==> config.mk <==
export PLATFORM = sky130hd
export DESIGN_NAME = unified_mem_arbiter
export DESIGN_NICKNAME = d
export VERILOG_FILES = /design/src/rtl/unified_mem_arbiter.sv
export SDC_FILE = /design/constraint.sdc
export NUM_CORES = 1
export LEC_CHECK = 0
export BUFFER_PORTS_ARGS = -buffer_cell sky130_fd_sc_hd__buf_2
export CORE_AREA = 2 2 91 93
export CTS_CLUSTER_SIZE = 28
export DETAILED_ROUTE_END_ITERATION = 6
export DIE_AREA = 0 0 93 95
export SLEW_MARGIN = 25
export SYNTH_ARGS = -nofsm -noshare
export SYNTH_HDL_FRONTEND = slang
export SYNTH_SLANG_ARGS = --single-unit
==> constraint.sdc <==
create_clock -name SYS_clk -period 3.45 [get_ports SYS_clk]
set_input_delay 0.345 -clock SYS_clk [delete_from_list [all_inputs] [get_ports SYS_clk]]
set_output_delay 0.345 -clock SYS_clk [all_outputs]
set_load 0.03 [all_outputs]
==> src/rtl/unified_mem_arbiter.sv <==
// Two-requester arbiter (IF fetch, MEM access) in front of a single-port synchronous RAM.
// MEM wins conflicts, but after MAX_MEM_RUN consecutive wins IF is forced through.
module unified_mem_arbiter #(
  parameter int unsigned ADDR_W      = 8,
  parameter int unsigned DATA_W      = 32,
  parameter int unsigned MAX_MEM_RUN = 4
) (
  input  logic              SYS_clk,
  input  logic              SYS_reset,
  // Instruction-fetch port
  input  logic              if_req,
  input  logic [ADDR_W-1:0] if_addr,
  output logic              if_gnt,
  output logic              if_valid,
  output logic [DATA_W-1:0] if_rdata,
  // Memory-access port
  input  logic              mem_req,
  input  logic              mem_we,
  input  logic [ADDR_W-1:0] mem_addr,
  input  logic [DATA_W-1:0] mem_wdata,
  output logic              mem_gnt,
  output logic              mem_valid,
  output logic [DATA_W-1:0] mem_rdata,
  // RAM side
  output logic [31:0]       ram_addr,
  output logic [DATA_W-1:0] ram_wdata,
  output logic              ram_wren,
  input  logic [DATA_W-1:0] ram_q,
  // Status
  output logic              stall_if,
  output logic [15:0]       conflict_cnt
);

  localparam int unsigned RunW = $clog2(MAX_MEM_RUN + 1);

  typedef enum logic [1:0] {StNone, StIf, StMem} owner_e;

  logic [RunW-1:0] run_cnt_q, run_cnt_d;
  owner_e          rd_owner_q, rd_owner_d;
  logic [15:0]     conflict_q, conflict_d;
  logic            both_req;
  logic            run_full;

  // Grant decision; everything is held off while in reset.
  always_comb begin
    both_req = if_req & mem_req;
    run_full = (run_cnt_q == RunW'(MAX_MEM_RUN));
    mem_gnt  = 1'b0;
    if_gnt   = 1'b0;
    if (SYS_reset) begin
      if (mem_req && !(if_req && run_full)) begin
        mem_gnt = 1'b1;
      end else if (if_req) begin
        if_gnt = 1'b1;
      end
    end
  end

  always_comb begin
    ram_addr  = '0;
    ram_wdata = '0;
    ram_wren  = 1'b0;
    if (mem_gnt) begin
      ram_addr = 32'(mem_addr);
      if (mem_we) begin
        ram_wren  = 1'b1;
        ram_wdata = mem_wdata;
      end
    end else if (if_gnt) begin
      ram_addr = 32'(if_addr);
    end
  end

  always_comb begin
    run_cnt_d = run_cnt_q;
    if (both_req && mem_gnt) begin
      run_cnt_d = run_cnt_q + RunW'(1);
    end else if (if_gnt || !if_req) begin
      run_cnt_d = '0;
    end

    rd_owner_d = StNone;
    if (if_gnt) begin
      rd_owner_d = StIf;
    end else if (mem_gnt && !mem_we) begin
      rd_owner_d = StMem;
    end

    conflict_d = conflict_q;
    if (both_req && (conflict_q != 16'hFFFF)) begin
      conflict_d = conflict_q + 16'd1;
    end
  end

  always_ff @(posedge SYS_clk) begin
    if (!SYS_reset) begin
      run_cnt_q  <= '0;
      rd_owner_q <= StNone;
      conflict_q <= '0;
    end else begin
      run_cnt_q  <= run_cnt_d;
      rd_owner_q <= rd_owner_d;
      conflict_q <= conflict_d;
    end
  end

  // Read data is steered to whichever port owned last cycle's read grant.
  always_comb begin
    if_valid     = (rd_owner_q == StIf);
    mem_valid    = (rd_owner_q == StMem);
    if_rdata     = if_valid  ? ram_q : '0;
    mem_rdata    = mem_valid ? ram_q : '0;
    stall_if     = if_req & ~if_gnt;
    conflict_cnt = conflict_q;
  end

endmodule

==> results.yml, run 1 <==
status:
  result_of_the_run: "finished clean"
route:
  wl_cell_um: 12.2
  vias_per_cell: 4.47
  m1WireLength_mm: 2.75
  total_number_of_vias: 2547
  drt-total-wl_mm: 6.95
  initialDrtViolationCount: 82
  dr_wl_met3_um: 657
  topRoutingLayerUsed: "met4"
  detail_route.drc_violations: 0
  detail_route.first_pass.iterations: 4
  postRouteAntennaNets: 0
  detailroute.wirelength.met2_mm: 3.50
synth:
  synth_fa_ha_area_share_pct: 1.93
  mapped_cell_area_sq_mm: 0.00194
  synth.top_cells.by_area: "sky130_fd_sc_hd__dfxtp_1 22%, sky130_fd_sc_hd__and2_1 21%, sky130_fd_sc_hd__and3_1 12%"
  synth.top_cell.area_share_pct: 21.6
  syn_area_per_cell_sq_um: 7.30
  synth_most_common_cell: "sky130_fd_sc_hd__and2_1"
  ys_ff_latch: 21
  synth_ff_type: "sky130_fd_sc_hd__dfxtp_1"
  synth.area.mux_share_pct: 2.06
  synthXorXnorAreaFrac_pct: 0.902
  post_synthesis_cell_type_with_the_largest_combined_area: "sky130_fd_sc_hd__dfxtp_1"
  seq_area_frac_synth_pct: 21.6
  synth_simple_gate_area_share_pct: 47.9
  yosys_warnings: 0
  synth_top_family_by_area: "simple AND/OR/NAND/NOR gates"
  async_flop_share_pct: 0
  netlist_instances: 266
  synth-edff-count: 0
  synth.cells.most_frequent: "66 x sky130_fd_sc_hd__and2_1, 37 x sky130_fd_sc_hd__and3_1, 24 x sky130_fd_sc_hd__buf_4, 21 x sky130_fd_sc_hd__dfxtp_1, 16 x sky130_fd_sc_hd__clkbuf_1"
  synth.lib_cells_used.distinct: 35
  synth_compound_gate_area_share_pct: 11.3
clocking:
  tritoncts: "yes"
  cts_inserted_buffers: 3
  resized_after_cts: 0
  worst_setup_hold_path_clk_slew_ns: 0.08
  h-tree-depth: 1
  clkLatencyLatePin_ns: 0.26
  cts-hold-fix-buffers: 0
  clockRootBuffer: "sky130_fd_sc_hd__clkbuf_8"
  clk_path_buf_depth: 2
  cts.repair_timing.setup_buffer_count: 0
  cts.sinks: 21
sta:
  maxSlewViolCount: 0
  final_min_period_over_clock_period_pct: 62.5
  report.final.setup_viol: 0
  finalHoldWorstSlack_ns: 0.385
  fmaxAchievable_ghz: 0.463
  max_slew_margin_pct: 55.2
  final_sum_of_negative_setup_slack_ns: 0
  timing.final.hold_violations: 0
  setup_repair_after_global_routing_missed_its_margin: "no"
  tightest_slew_ns: 0.666
  final.min_clock_period_ns: 2.16
  clock-skew-final_ns: 0.00475
setup_path:
  critical_path.slowest_cell: "sky130_fd_sc_hd__dfxtp_1"
  maximum_fanout_encountered_on_the_critical_timing_path: 45
  crit_start: "run_cnt_q[0]"
  timing.critical_path.slowest_cell_delay_ns: 0.36
  critPathLaunchType: "flop"
  cp-end-kind: "primary output"
  critPathRequiredTime_ns: 3.11
  worst-setup-path-type: "flop to primary output"
  critical_path.reg2reg.startpoint: "conflict_cnt[0]"
  critical_path.cell_chain: "inv_1 > ha_1 > a31oi_2 > buf_4 > a22o_1 > buf_2"
  worstPathArrival_ns: 1.81
floorplan:
  core_area_sq_mm: 0.00793
  floorplan.io_pins: 235
  die_h_um: 95
  fp.dieArea_sq_mm: 0.00884
  placementRows: 33
  die-width_um: 93
  initial_utilization_pct: 24.5
layout:
  final_layout_size_suffix_gt1_share_pct: 47.5
  num_antenna_cells: 0
  fill_cells: 878
  finished_layout_cells: 570
  layout.nets: 554
  final-seq-area_sq_um: 420
  layout.cell_area.non_filler_sq_mm: 0.00304
  multiInputGateArea_sq_mm: 0.00134
  post-route-util_pct: 38.4
  syn2layout_area_growth_pct: 56.7
power:
  max-vdd-ir-drop_v: 0.000155
  sequentialPowerShare_pct: 36.5
  power.share.switching_pct: 39.4
  p_leak_uw: 0.00187
  internal_power_uw: 412
  clock_group_share_of_total_power_pct: 24.2
  power.density_cell_area_mw_per_mm2: 224
  pwr-share-comb_pct: 39.3
  netSwitchingPower_uw: 268
worst_hold_path:
  hold_path_class: "primary input to flop"
  min_from: "if_req"
global_routing:
  first_global_vias: 2054
  grt_start_max_net_pins: 46
  grt_first_pass_wirelength_mm: 9.49
  grt.total_usage_pct: 13.1
  grt_antenna_before_repair: 0
  global_route.overflow_total: 0
placement:
  place_area_sq_mm: 0.00300
  placedCellCount: 566
  buffer_ports.inserted: 210
  globalplace.congestion: 0.852
  hpwlAfterDp_mm: 5.78
job:
  count_of_maximum_capacitance_violations: 0
critical path: cells and delay by family (launching register included):
kind / cells / cell delay (ns)
adders and majority gates: 1 / 0.21
buffers and inverters: 3 / 0.60
AOI/OAI and AO/OA: 2 / 0.38
DFF: 1 / 0.36
final cells by class:
type	count	share of cell area, %
Multi-Input combinational cell	220	44.1
Timing Repair Buffer	214	35.5
Sequential cell	21	13.8
Tap cell	105	4.32
Clock buffer	3	1.36
Inverter	6	0.740
Clock inverter	1	0.164
cells in the final DEF, fill, tap and decap left out, types with 3 or more instances in the layout:
| cell | instances |
|---|---|
| sky130_fd_sc_hd__o21ai_0 | 8 |
| sky130_fd_sc_hd__nand2_1 | 10 |
| sky130_fd_sc_hd__buf_4 | 4 |
| sky130_fd_sc_hd__or3_1 | 8 |
| sky130_fd_sc_hd__nand3_1 | 8 |
| sky130_fd_sc_hd__a21oi_1 | 11 |
| sky130_fd_sc_hd__a22o_1 | 8 |
| sky130_fd_sc_hd__inv_1 | 6 |
| sky130_fd_sc_hd__nor2_1 | 4 |
| sky130_fd_sc_hd__or4_1 | 3 |
| sky130_fd_sc_hd__nand4_1 | 4 |
| sky130_fd_sc_hd__and2_1 | 66 |
| sky130_fd_sc_hd__o31ai_1 | 3 |
| sky130_fd_sc_hd__mux2i_1 | 4 |
| sky130_fd_sc_hd__nand2b_1 | 3 |
| sky130_fd_sc_hd__buf_2 | 210 |
| sky130_fd_sc_hd__ha_1 | 3 |
| sky130_fd_sc_hd__clkbuf_8 | 3 |
| sky130_fd_sc_hd__conb_1 | 24 |
| sky130_fd_sc_hd__dfxtp_1 | 21 |
| sky130_fd_sc_hd__nor2b_1 | 3 |
| sky130_fd_sc_hd__and3_1 | 37 |
sequential cells by signal, indices dropped and copies added (netlist names):
| signal | count |
|---|---|
| conflict_cnt | 16 |
| run_cnt_q | 3 |
| rd_owner_q | 2 |
through the flow:
stage | power (uW) | setup WS, ns
after global placement | 520 | 1.47
after detailed placement | 522 | 1.42
after floorplan | 446 | 1.20
after global routing | 718 | 1.15
final | 680 | 1.29
after CTS | 684 | 1.29
power groups by stage:
stage	Sequential (uW)	Clock [uW]	Combinational (uW)
after global routing	249	182	287
after detailed placement	254	0	268
after CTS	248	167	269
after floorplan	256	0	189
final	248	165	267
after global placement	253	0	266
kinds of logic after synthesis:
family	Yosys count
buffers and inverters	48
and+or+nand+nor	153
AOI/OAI and AO/OA	34
xor gates and xnor gates	2
DFF	21
muxes	4
other	1
adders and majority gates	3
worst paths after layout:
| check | to | slack (ns) | cells past startpoint |
|---|---|---|---|
| max | ram_addr[4] | 1.29 | 6 |
| min | run_cnt_q[2] | 0.38 | 3 |
| max reg2reg | conflict_cnt[1] | 1.40 | 6 |
| min reg2reg | run_cnt_q[0] | 0.45 | 1 |
routing by layer:
layer / vias up / GRT usage, %
li1: 1266 / -
met2: 151 / 23.4
met1: 1126 / 16.6
met4: 0 / 1.47
met5: - / 0
met3: 4 / 2.95
Note: power is estimated with default switching activity, not from simulation.
==> run 2: changes to the inputs <==
- PLACE_DENSITY: default -> 0.66
- clock period: 3.45 -> 1.9 ns (I/O delays scaled with it)
==> run 2 against run 1 <==
- non-clock buffer count grew 10
- total power grew 93%
- count of clock-buffer cells in the layout is the same
- design area grew 10%
- sequential power grew 82%
- highest routed layer unchanged
- critical path type unchanged
- critical endpoint is now ram_wdata[31]
- critical path depth grew 1
- largest cell class unchanged
==> results.yml, run 2 (synthesis gave the netlist of run 1 again) <==
status:
  result_of_the_run: "finished clean"
route:
  detail_route.drc_violations: 0
  wl_cell_um: 13.9
  postRouteAntennaNets: 0
  initialDrtViolationCount: 104
  total_number_of_vias: 2647
  detail_route.first_pass.iterations: 4
  drt-total-wl_mm: 8.05
  vias_per_cell: 4.56
floorplan:
  placementRows: 33
  die-width_um: 93
  die_h_um: 95
  fp.dieArea_sq_mm: 0.00884
  core_area_sq_mm: 0.00793
  floorplan.io_pins: 235
  initial_utilization_pct: 24.5
setup_path:
  worstPathArrival_ns: 1.67
  worst-setup-path-type: "flop to primary output"
  critPathRequiredTime_ns: 1.71
  critPathLaunchType: "flop"
  critical_path.reg2reg.startpoint: "conflict_cnt[0]"
  critical_path.cell_chain: "inv_1 > ha_4 > a31oi_4 > buf_12 > buf_12 > and3_1 > clkbuf_4"
  worstSetupPathDepth: 7
  reg2reg_setup_slack_ns: 0.11
  critPathCapture: "ram_wdata[31]"
  cp-end-kind: "primary output"
  critical_path.slowest_cell: "sky130_fd_sc_hd__dfxtp_2"
  cp_common_cell: "sky130_fd_sc_hd__buf_12"
  critical-path-top-delay-family: "buffers and inverters"
  crit_buf_inv: 4
  timing.critical_path.slowest_cell_delay_ns: 0.34
  regToRegEndpoint: "conflict_cnt[1]"
  crit_start: "run_cnt_q[0]"
  maximum_fanout_encountered_on_the_critical_timing_path: 6
  r2r.worst_path.cells: 6
worst_hold_path:
  min_from: "if_req"
  hold_path_class: "primary input to flop"
global_routing:
  grt_start_max_net_pins: 35
  first_global_vias: 2200
  grt_first_pass_wirelength_mm: 10.6
  grt.total_usage_pct: 14.9
  grt_antenna_before_repair: 0
  groute.layer.met2.usage_pct: 26.8
  use_met3_pct: 2.31
  gr-usage-met1_pct: 18.5
  grt.busiest_layer: "met2"
  global_route.overflow_total: 0
clocking:
  cts.sinks: 21
  cts_inserted_buffers: 3
  clk_path_buf_depth: 2
  cts-hold-fix-buffers: 0
  h-tree-depth: 1
  clockRootBuffer: "sky130_fd_sc_hd__clkbuf_8"
  clkLatencyLatePin_ns: 0.27
  worst_setup_hold_path_clk_slew_ns: 0.08
  tritoncts: "yes"
placement:
  place_area_sq_mm: 0.00305
  buffer_ports.inserted: 210
  hpwlAfterDp_mm: 6.21
  placedCellCount: 571
  globalplace.congestion: 0.813
layout:
  layout.cell_area.non_filler_sq_mm: 0.00335
  final_layout_size_suffix_gt1_share_pct: 50.6
  layout.cells.most_common: "sky130_fd_sc_hd__buf_2"
  post-route-util_pct: 42.3
  num_antenna_cells: 0
  syn2layout_area_growth_pct: 72.7
  finished_layout_cells: 581
  most-common-layout-cells: "181 x sky130_fd_sc_hd__buf_2, 66 x sky130_fd_sc_hd__and2_1, 35 x sky130_fd_sc_hd__and3_1, 24 x sky130_fd_sc_hd__conb_1, 24 x sky130_fd_sc_hd__buf_4"
  fill_cells: 814
  largest_register_ff_count: 16
  layout.nets: 565
power:
  total_power_uw: 1310
  max-vdd-ir-drop_v: 0.000257
  p_leak_uw: 0.00196
  power.density_cell_area_mw_per_mm2: 391
sta:
  final_min_period_over_clock_period_pct: 97.8
  report.final.setup_viol: 0
  maxSlewViolCount: 0
  clock-skew-final_ns: 0.00533
  fmaxAchievable_ghz: 0.538
  timing.final.hold_violations: 0
  final.min_clock_period_ns: 1.86
job:
  count_of_maximum_capacitance_violations: 0
run 2: metal layers:
metal  part of all wire (%)  up-vias
met2                     53      139
met3                    6.8        9
met1                     39     1209
li1                       -     1290
met4                    1.3        0
met5                      0        -
run 2: metrics by stage:
step | TNS [ns] | hold WS, ns | setup slack, ns
3_3_place_gp | 0 | 0.434 | 0.160
5_1_grt | -0.0266 | 0.262 | -0.0153
2_1_floorplan | 0 | 0.262 | 0.0676
6_report | 0 | 0.245 | 0.0412
3_5_place_dp | 0 | 0.447 | 0.0747
4_1_cts | 0 | 0.237 | 0.0121
run 2: worst min-delay path by stage:
stage / endpoint / cells past startpoint / slack (ns)
final: run_cnt_q[0] / 3 / 0.24
after floorplan: rd_owner_q[1] / 1 / 0.26
after CTS: run_cnt_q[0] / 3 / 0.24
after global routing: run_cnt_q[0] / 3 / 0.26
after detailed placement: run_cnt_q[0] / 1 / 0.45
after global placement: run_cnt_q[0] / 1 / 0.43
run 2: area by class of cell:
class                      count  area, sq um  area share (%)
clock buffer                   3         41.3            1.23
tap                          105          131            3.92
sequential                    21          425            12.7
multi-input combinational    221         1390            41.4
inverter                       6         22.5           0.671
timing repair buffer         224         1340            39.9
clock inverter                 1         5.00           0.149
run 2: repair_timing:
action | 4_1_cts | 5_1_grt
pin swaps | 1 | 2
resized for setup | 32 | 25
cloned | 1 | 3
endpoints found under the setup margin | 40 | 46
buffers inserted | 2 | 1
run 2: where the power goes:
group | internal (uW) | switching (uW) | leakage [uW]
Sequential | 446 | 5.39 | 0.000172
Combinational | 200 | 352 | 0.00176
Clock | 147 | 162 | 0.0000255
Total | 793 | 519 | 0.00196
run 2: worst reg2reg max path, delay by kind of cell, from the launching register on:
kind / cells / cell delay [ns]
AO/OA/AOI/OAI: 1 / 0.42
flip-flops: 1 / 0.38
adder cells (fa/ha/maj): 1 / 0.23
AND/OR/NAND/NOR: 2 / 0.23
buffers and inverters: 1 / 0.22
multiplexers: 1 / 0.19
==> run 3: changes to the inputs <==
- CAP_MARGIN: default -> 20
- CORE_AREA: 2 2 91 93 -> 2 2 90 92
- CTS_BUF_LIST: default -> sky130_fd_sc_hd__clkbuf_8
- DIE_AREA: 0 0 93 95 -> 0 0 92 94
- PLACE_DENSITY: 0.66 -> 0.67
==> run 3 against run 2 <==
- sequential cell count unchanged
- total power decreased by 0.28%
- sequential power about the same
- register-to-register slack about the same
- wire length decreased by 6.2%
==> results.yml, run 3 (synthesis gave the netlist of run 1 again) <==
status:
  result_of_the_run: "finished clean"
route:
  initialDrtViolationCount: 82
  detail_route.first_pass.iterations: 4
  detail_route.drc_violations: 0
  drt-total-wl_mm: 7.55
  vias_per_cell: 4.53
  postRouteAntennaNets: 0
  wl_cell_um: 13.1
  total_number_of_vias: 2618
sta:
  fmaxAchievable_ghz: 0.534
  report.final.setup_viol: 0
  final.min_clock_period_ns: 1.87
  final_min_period_over_clock_period_pct: 98.6
  final_sum_of_negative_setup_slack_ns: 0
  clock-skew-final_ns: 0.00253
  maxSlewViolCount: 0
  setup_repair_after_global_routing_missed_its_margin: "yes"
  timing.final.hold_violations: 0
worst_hold_path:
  hold_path_class: "primary input to flop"
clocking:
  cts.sinks: 21
  worst_setup_hold_path_clk_slew_ns: 0.08
  clkLatencyLatePin_ns: 0.26
  h-tree-depth: 1
  clockRootBuffer: "sky130_fd_sc_hd__clkbuf_8"
  cts_inserted_buffers: 3
  clk_path_buf_depth: 2
  tritoncts: "yes"
global_routing:
  grt_first_pass_wirelength_mm: 9.94
  grt.total_usage_pct: 13.8
  global_route.overflow_total: 0
  grt_antenna_before_repair: 0
  first_global_vias: 2142
  grt_start_max_net_pins: 46
layout:
  post-route-util_pct: 45.2
  num_antenna_cells: 0
  layout.cells.most_common: "sky130_fd_sc_hd__buf_2"
  layout.nets: 565
  layout.cell_area.non_filler_sq_mm: 0.00344
  syn2layout_area_growth_pct: 77.1
  most-common-layout-cells: "176 x sky130_fd_sc_hd__buf_2, 66 x sky130_fd_sc_hd__and2_1, 26 x sky130_fd_sc_hd__and3_1, 24 x sky130_fd_sc_hd__conb_1, 21 x sky130_fd_sc_hd__buf_6"
  final_layout_size_suffix_gt1_share_pct: 52.5
  largest_register_ff_count: 16
floorplan:
  floorplan.io_pins: 235
  die-width_um: 92
  core_area_sq_mm: 0.00761
  die_h_um: 94
  fp.dieArea_sq_mm: 0.00865
  placementRows: 32
  initial_utilization_pct: 25.5
setup_path:
  maximum_fanout_encountered_on_the_critical_timing_path: 6
  critPathRequiredTime_ns: 1.71
  cp-end-kind: "primary output"
  worst-setup-path-type: "flop to primary output"
  worstPathArrival_ns: 1.68
  critPathLaunchType: "flop"
power:
  p_leak_uw: 0.00195
  max-vdd-ir-drop_v: 0.000297
  power.density_cell_area_mw_per_mm2: 381
  total_power_uw: 1310
job:
  count_of_maximum_capacitance_violations: 0
placement:
  hpwlAfterDp_mm: 5.66
  globalplace.congestion: 0.770
  place_area_sq_mm: 0.00305
  buffer_ports.inserted: 210
run 3: changes by cell type in the layout (fill, tap and decap cells not counted), moves of 5 or more:
| cell | change |
|---|---|
| sky130_fd_sc_hd__and3_4 | +8 |
| sky130_fd_sc_hd__buf_2 | -5 |
| sky130_fd_sc_hd__buf_4 | -5 |
| sky130_fd_sc_hd__and3_1 | -9 |
| sky130_fd_sc_hd__buf_6 | +11 |
run 3: worst max-delay path, stage by stage, from the launching register on:
cell and delay [ns]:
sky130_fd_sc_hd__dfxtp_2 0.35, sky130_fd_sc_hd__inv_2 0.05, sky130_fd_sc_hd__ha_4 0.16, sky130_fd_sc_hd__a31oi_4 0.25, sky130_fd_sc_hd__buf_12 0.16, sky130_fd_sc_hd__clkbuf_16 0.13, sky130_fd_sc_hd__and3_4 0.18, sky130_fd_sc_hd__buf_6 0.13
run 3: worst paths after layout:
check | startpoint | end | slack (ns) | depth (start not counted)
setup / recovery | run_cnt_q[0] | ram_wdata[20] | 0.03 | 7
hold / removal | if_req | run_cnt_q[0] | 0.24 | 3
setup reg to reg | conflict_cnt[0] | conflict_cnt[1] | 0.12 | 6
hold reg to reg | run_cnt_q[0] | run_cnt_q[0] | 0.43 | 1
run 3: power by group:
group          internal (uW)  switching [uW]
Sequential               446            5.44
Combinational            211             348
Clock                    146             152
Total                    803             505
run 3: final cells by class:
type                    count  area [sq um]
multi-input cells         220          1420
clock inverters             1          5.00
well taps                 102           128
fillers                   757          4170
clock buffers               3          41.3
repair buffers            225          1400
flip-flops and latches     21           425
inverters                   6          22.5
run 3: per-stage QoR:
stage                     setup slack, ns  hold WS, ns  instances
after floorplan                    0.0676        0.262        289
after global placement              0.157        0.431        568
after CTS                        0.000284        0.239        572
after global routing              -0.0437        0.267        578
after detailed placement           0.0696        0.443        568
final                              0.0261        0.239        578
run 3: what timing repair did:
item                       in CTS  in global routing
resized for setup              10                 83
hold buffers                    0                  0
gates cloned                    0                  5
setup endpoints to repair       9                 46
setup buffers                   0                  1
pin swaps                       0                 13
run 3: layer usage:
metal / wire [um] / part of all wire (%) / GRT usage (%)
met1: 2860 / 38 / 16.4
met2: 3930 / 52 / 25.1
met3: 625 / 8.3 / 2.81
met4: 129 / 1.7 / 3.98
met5: 0 / 0 / 0
